### config.mk
export PLATFORM = sky130hd
export DESIGN_NAME = deadlock_report_ctrl
export DESIGN_NICKNAME = d
export VERILOG_FILES = /design/src/rtl/deadlock_report_ctrl.sv
export SDC_FILE = /design/constraint.sdc
export NUM_CORES = 1
export LEC_CHECK = 0
export BUFFER_PORTS_ARGS = -buffer_cell sky130_fd_sc_hd__buf_4
export CORE_MARGIN = 2
export CORE_UTILIZATION = 35
export CTS_CLUSTER_SIZE = 16
export DETAILED_ROUTE_END_ITERATION = 16
export GPL_TIMING_DRIVEN = 0
export PLACE_DENSITY = 0.6
export SETUP_SLACK_MARGIN = 0.4
export SLEW_MARGIN = 10
export SYNTH_ARGS = -nofsm -noshare
export SYNTH_HDL_FRONTEND = slang
export SYNTH_SLANG_ARGS = --single-unit
export TNS_END_PERCENT = 20
### constraint.sdc
create_clock -name clock -period 2.5 [get_ports clock]
set_input_delay 0.5 -clock clock [delete_from_list [all_inputs] [get_ports clock]]
set_output_delay 0.5 -clock clock [all_outputs]
set_load 0.05 [all_outputs]
### src/rtl/deadlock_report_ctrl.sv
// deadlock_report_ctrl
// Confirms a deadlock after the monitor block flag has been high for
// HOLD_CYCLES consecutive edges. It then snapshots the per-channel block info
// and reports each non-zero channel nibble over a valid/ready handshake.
// Finally it parks in HALT with a sticky flag and a one-cycle stop request.

module deadlock_report_ctrl #(
    parameter int unsigned HOLD_CYCLES = 16,
    parameter int unsigned CW          = 16
) (
    input  logic          clock,
    input  logic          reset,
    input  logic          block_in,
    input  logic [15:0]   axis_block_info_in,
    input  logic          clear,
    output logic          rpt_valid,
    input  logic          rpt_ready,
    output logic [1:0]    rpt_chan,
    output logic [3:0]    rpt_code,
    output logic          deadlock_found,
    output logic          stop_req,
    output logic [CW-1:0] stall_count
);

    typedef enum logic [1:0] {
        StIdle,
        StWatch,
        StReport,
        StHalt
    } state_e;

    state_e        state_q, state_d;
    logic [CW-1:0] stall_q, stall_d;
    logic [CW:0]   stall_inc;
    logic          confirm;
    logic [15:0]   snap_q, snap_d;
    logic          valid_q, valid_d;
    logic [1:0]    chan_q, chan_d;
    logic [3:0]    code_q, code_d;
    logic          found_q, found_d;
    logic          stop_q, stop_d;
    logic [2:0]    first_hit;
    logic [2:0]    next_hit;

    // Lowest channel index >= first whose nibble is non-zero.
    // Result is {found, channel}; found=0 means nothing left.
    function automatic logic [2:0] find_chan(input logic [15:0] info, input logic [2:0] first);
        logic [2:0] res;
        res = 3'b000;
        for (int k = 3; k >= 0; k--) begin
            if ((k >= int'(first)) && (info[4*k +: 4] != 4'h0)) begin
                res = {1'b1, k[1:0]};
            end
        end
        return res;
    endfunction

    // One bit wider than the counter so the saturation carry is visible.
    assign stall_inc = {1'b0, stall_q} + {{CW{1'b0}}, 1'b1};

    // The edge that completes a run of HOLD_CYCLES consecutive block cycles.
    assign confirm = block_in && (stall_inc == (CW+1)'(HOLD_CYCLES));

    // First entry comes from the live info word (it is being snapshotted on this
    // edge); later entries walk the stored snapshot past the current channel.
    assign first_hit = find_chan(axis_block_info_in, 3'd0);
    assign next_hit  = find_chan(snap_q, {1'b0, chan_q} + 3'd1);

    // Saturating run-length counter; keeps running in every state.
    always_comb begin
        stall_d = stall_q;
        if (clear || !block_in) begin
            stall_d = '0;
        end else if (!stall_inc[CW]) begin
            stall_d = stall_inc[CW-1:0];
        end
    end

    // Next-state and registered-output logic for the report FSM.
    always_comb begin
        state_d = state_q;
        snap_d  = snap_q;
        valid_d = 1'b0;
        chan_d  = 2'd0;
        code_d  = 4'd0;

        if (clear) begin
            state_d = StIdle;
            snap_d  = 16'h0000;
        end else begin
            unique case (state_q)
                StIdle, StWatch: begin
                    if (confirm) begin
                        snap_d = axis_block_info_in;
                        if (first_hit[2]) begin
                            state_d = StReport;
                            valid_d = 1'b1;
                            chan_d  = first_hit[1:0];
                            code_d  = axis_block_info_in[{first_hit[1:0], 2'b00} +: 4];
                        end else begin
                            // Nothing to report; a zero snapshot still halts.
                            state_d = StHalt;
                        end
                    end else if (block_in) begin
                        state_d = StWatch;
                    end else begin
                        state_d = StIdle;
                    end
                end
                StReport: begin
                    if (valid_q && !rpt_ready) begin
                        valid_d = 1'b1;
                        chan_d  = chan_q;
                        code_d  = code_q;
                    end else if (valid_q && next_hit[2]) begin
                        valid_d = 1'b1;
                        chan_d  = next_hit[1:0];
                        code_d  = snap_q[{next_hit[1:0], 2'b00} +: 4];
                    end else begin
                        state_d = StHalt;
                    end
                end
                StHalt: begin
                    state_d = StHalt;
                end
                default: begin
                    state_d = StIdle;
                end
            endcase
        end
    end

    // Flag and pulse derived from the state being entered.
    always_comb begin
        found_d = (state_d == StHalt);
        stop_d  = (state_d == StHalt) && (state_q != StHalt);
    end

    // FSM state register.
    always_ff @(posedge clock or posedge reset) begin
        if (reset) begin
            state_q <= StIdle;
        end else begin
            state_q <= state_d;
        end
    end

    // Run counter and info snapshot.
    always_ff @(posedge clock or posedge reset) begin
        if (reset) begin
            stall_q <= '0;
            snap_q  <= 16'h0000;
        end else begin
            stall_q <= stall_d;
            snap_q  <= snap_d;
        end
    end

    // Registered report and status outputs.
    always_ff @(posedge clock or posedge reset) begin
        if (reset) begin
            valid_q <= 1'b0;
            chan_q  <= 2'd0;
            code_q  <= 4'd0;
            found_q <= 1'b0;
            stop_q  <= 1'b0;
        end else begin
            valid_q <= valid_d;
            chan_q  <= chan_d;
            code_q  <= code_d;
            found_q <= found_d;
            stop_q  <= stop_d;
        end
    end

    assign rpt_valid      = valid_q;
    assign rpt_chan       = chan_q;
    assign rpt_code       = code_q;
    assign deadlock_found = found_q;
    assign stop_req       = stop_q;
    assign stall_count    = stall_q;

endmodule

==> impl_metrics.toml <==
[critical_path]
path_max_fanout = 6
worstPathRequired_ps = 2730
worst-setup-path-type = "flip-flop to flip-flop"
worst_setup_path_end_kind = "flip-flop"
arrival_ps = 2770
startpoint_type = "flip-flop"

[run_status]
violations = "negative setup slack"
run_status = "finished with violations"

[synthesis]
synth_top_area_share_pct = 42.4
avgSynthCellArea_um2 = 9.09
syn_area_mm2 = 0.00230
synthCells = 253
synth_common_cells = "dfrtp_1 (39), a21oi_1 (35), nor2_1 (21), nand4_1 (14), o31ai_1 (12)"
syn-num-nets = 275
ys_seq_area_share_pct = 42.4
synthArstFlopShare_pct = 100
yosysTopAreaCell = "dfrtp_1"
yosys-top-cells-area = "dfrtp_1 (42%), a21oi_1 (7.6%), o31ai_1 (3.9%), nand4_1 (3.8%), xnor2_1 (3.8%)"
yosysUniqueCellTypes = 51
synth_most_common_cell = "dfrtp_1"
synth_ff_type = "dfrtp_1"
ys_warn_count = 0
synth-edff-count = 0
ys_seq_elements = 39

[routing]
wl_met3_um = 467
vias = 2357
highest_layer = "met4"
drt_iter0_drc = 179
firstDrtPassIters = 5
drc = 0
drt_wl_total_um = 6890
wl_met2_um = 3280
detail-route-antenna-nets = 0
wire_per_inst_um = 16.4
wl_met1_um = 3020
avgViaCountPerCell = 5.61

[placed_design]
hpwl_um = 4680
place_congestion = 0.802
io_buffers = 45

[pwr]
peakVddDrop_mv = 0.256
p_leak_nw = 1.47
power_per_cell_area_mw_per_mm2 = 399

[die]
core_mm2 = 0.00635
die-area_mm2 = 0.00724
initial_core_util_pct = 36.2
ios = 46
die_w_um = 85.1
fp.dieH_um = 85.1
rows = 29

[sta]
skew_ps = 11.6
fin_crit_ps = 2540
hold_slack_ps = 141
fin_crit_sh_pct = 101
finalSetupViolations = 7
finalHoldViolCount = 0
rsz0062_at_grt = "true"
worst_pin_slew_ps = 812
drv_slew = 0
max-slew-margin-rel_pct = 45.3
tns_ps = -182
fmax_ghz = 0.394
setup_slack_ps = -35.1

[global_route]
grt.overflow.total = 0
antenna_found_initial = 0
grt_max_degree = 28
grt_pass1_wl_um = 10600
grt_pass1_vias = 2124
track_usage_pct = 18.3

[clock_tree]
cts_buffer_depth = 2
clk_pin_slew_ps = 80
clock-sinks = 39
clock_latency_ps = 300
cts_made_buffers = 5
root_buffer = "clkbuf_8"
cts_hold_buffers = 0
cts_tree = "yes"
htreeDepth = 2

[layout]
utilization_pct = 53.9
area_growth_pct = 48.7
drive_gt1_share_pct = 43.7
final_nets = 364
diodes = 0

[flow_run]
max_cap_viol_count = 0

[hold_path]
min_path_type = "input port to asynchronous set/reset pin"
==> sequential cells by signal (all words and copies together) (netlist names) <==
| register | count |
|---|---|
| stall_count | 16 |
| snap_q | 12 |
| rpt_code | 4 |
| rpt_chan | 2 |
| state_q | 2 |
| deadlock_found | 1 |
| rpt_valid | 1 |
| stop_req | 1 |
==> cell type report <==
class,instances,area (um2)
plain buffers,15,97.6
repair buffers,81,621
inverters,9,33.8
flip-flops and latches,39,997
fillers,566,2930
clock buffers,6,72.6
clock inverters,2,60.1
well taps,77,96.3
multi-input cells,191,1440
==> cell usage in the layout, fill, tap and decap left out, drive strengths merged, types with 2 or more instances in the layout <==
| cell | netlist | final |
|---|---|---|
| o31ai | 12 | 12 |
| nand4 | 17 | 17 |
| a22oi | 4 | 4 |
| nand2 | 10 | 10 |
| or3 | 3 | 3 |
| a31oi | 3 | 3 |
| or4 | 5 | 5 |
| clkbuf | 10 | 15 |
| a221oi | 4 | 4 |
| nand2b | 3 | 3 |
| nor2 | 21 | 21 |
| nor3 | 7 | 7 |
| inv | 8 | 8 |
| nor4 | 8 | 8 |
| o21ai | 8 | 8 |
| a21o | 4 | 4 |
| and3 | 4 | 4 |
| a211oi | 5 | 5 |
| a21oi | 35 | 35 |
| dfrtp | 39 | 39 |
| buf | 5 | 87 |
| nand3 | 7 | 8 |
| xnor2 | 10 | 10 |
| xor2 | 3 | 3 |
| bufinv | 0 | 2 |
==> per-layer routing <==
metal / up-vias / global-route usage, %
li1: 1146 / -
met1: 1131 / 27.1
met2: 71 / 27.4
met3: 9 / 2.33
met4: 0 / 6.35
met5: - / 0
==> critical path: stages (launching register included) <==
cell	delay [ps]
dfrtp_4	530
ha_4	190
nand3_4	70
xor2_1	180
a31oi_1	130
or4_1	550
buf_6	150
or4_4	540
o21ai_1	140
==> per-stage QoR <==
step           instances  setup WS, ps  area [um2]  power (mW)
2_1_floorplan        253          -105        2390       0.686
3_3_place_gp         375          -172        2830       0.734
3_5_place_dp         376          -168        2850       0.738
4_1_cts              398       -0.0169        3130        1.38
5_1_grt              420         -95.2        3420        1.41
6_report             420         -35.1        3420        1.36
==> where the power goes <==
group	switching [mW]	internal [mW]
clock network	0.236	0.399
logic	0.0520	0.0392
registers	0.00376	0.633
==> timing repair <==
item | CTS | global route
setup buffers | 13 | 22
cloned | 1 | 0
resized for setup | 9 | 33
endpoints found under the setup margin | 23 | 24
pin swaps | 16 | 17
==> path summary, 6_finish.rpt <==
path                                               to                  startpoint  slack (ps)  cells after the start
max in group asynchronous  stall_count[0]$_DFFE_PP0P_                       reset        1890                      3
setup / recovery              rpt_code[2]$_DFFE_PP0P_  stall_count[0]$_DFFE_PP0P_         -40                      8
setup reg to reg              rpt_code[2]$_DFFE_PP0P_  stall_count[0]$_DFFE_PP0P_         -40                      8
min in group clock            rpt_code[0]$_DFFE_PP0P_       axis_block_info_in[0]         470                      3
hold / removal             stall_count[9]$_DFFE_PP0P_                       reset         140                      2
hold reg to reg               rpt_code[1]$_DFFE_PP0P_     rpt_code[1]$_DFFE_PP0P_         520                      2
==> cells by family after synthesis <==
logic type,count (synthesis),share of synthesized area (%)
flops,39,42.4
mux,1,0.435
buf+inv,24,4.13
fa+ha+maj,1,0.544
simple gates,92,24.0
compound gates,83,23.5
xor+xnor,13,4.95
(Power assumes the default switching activity.)
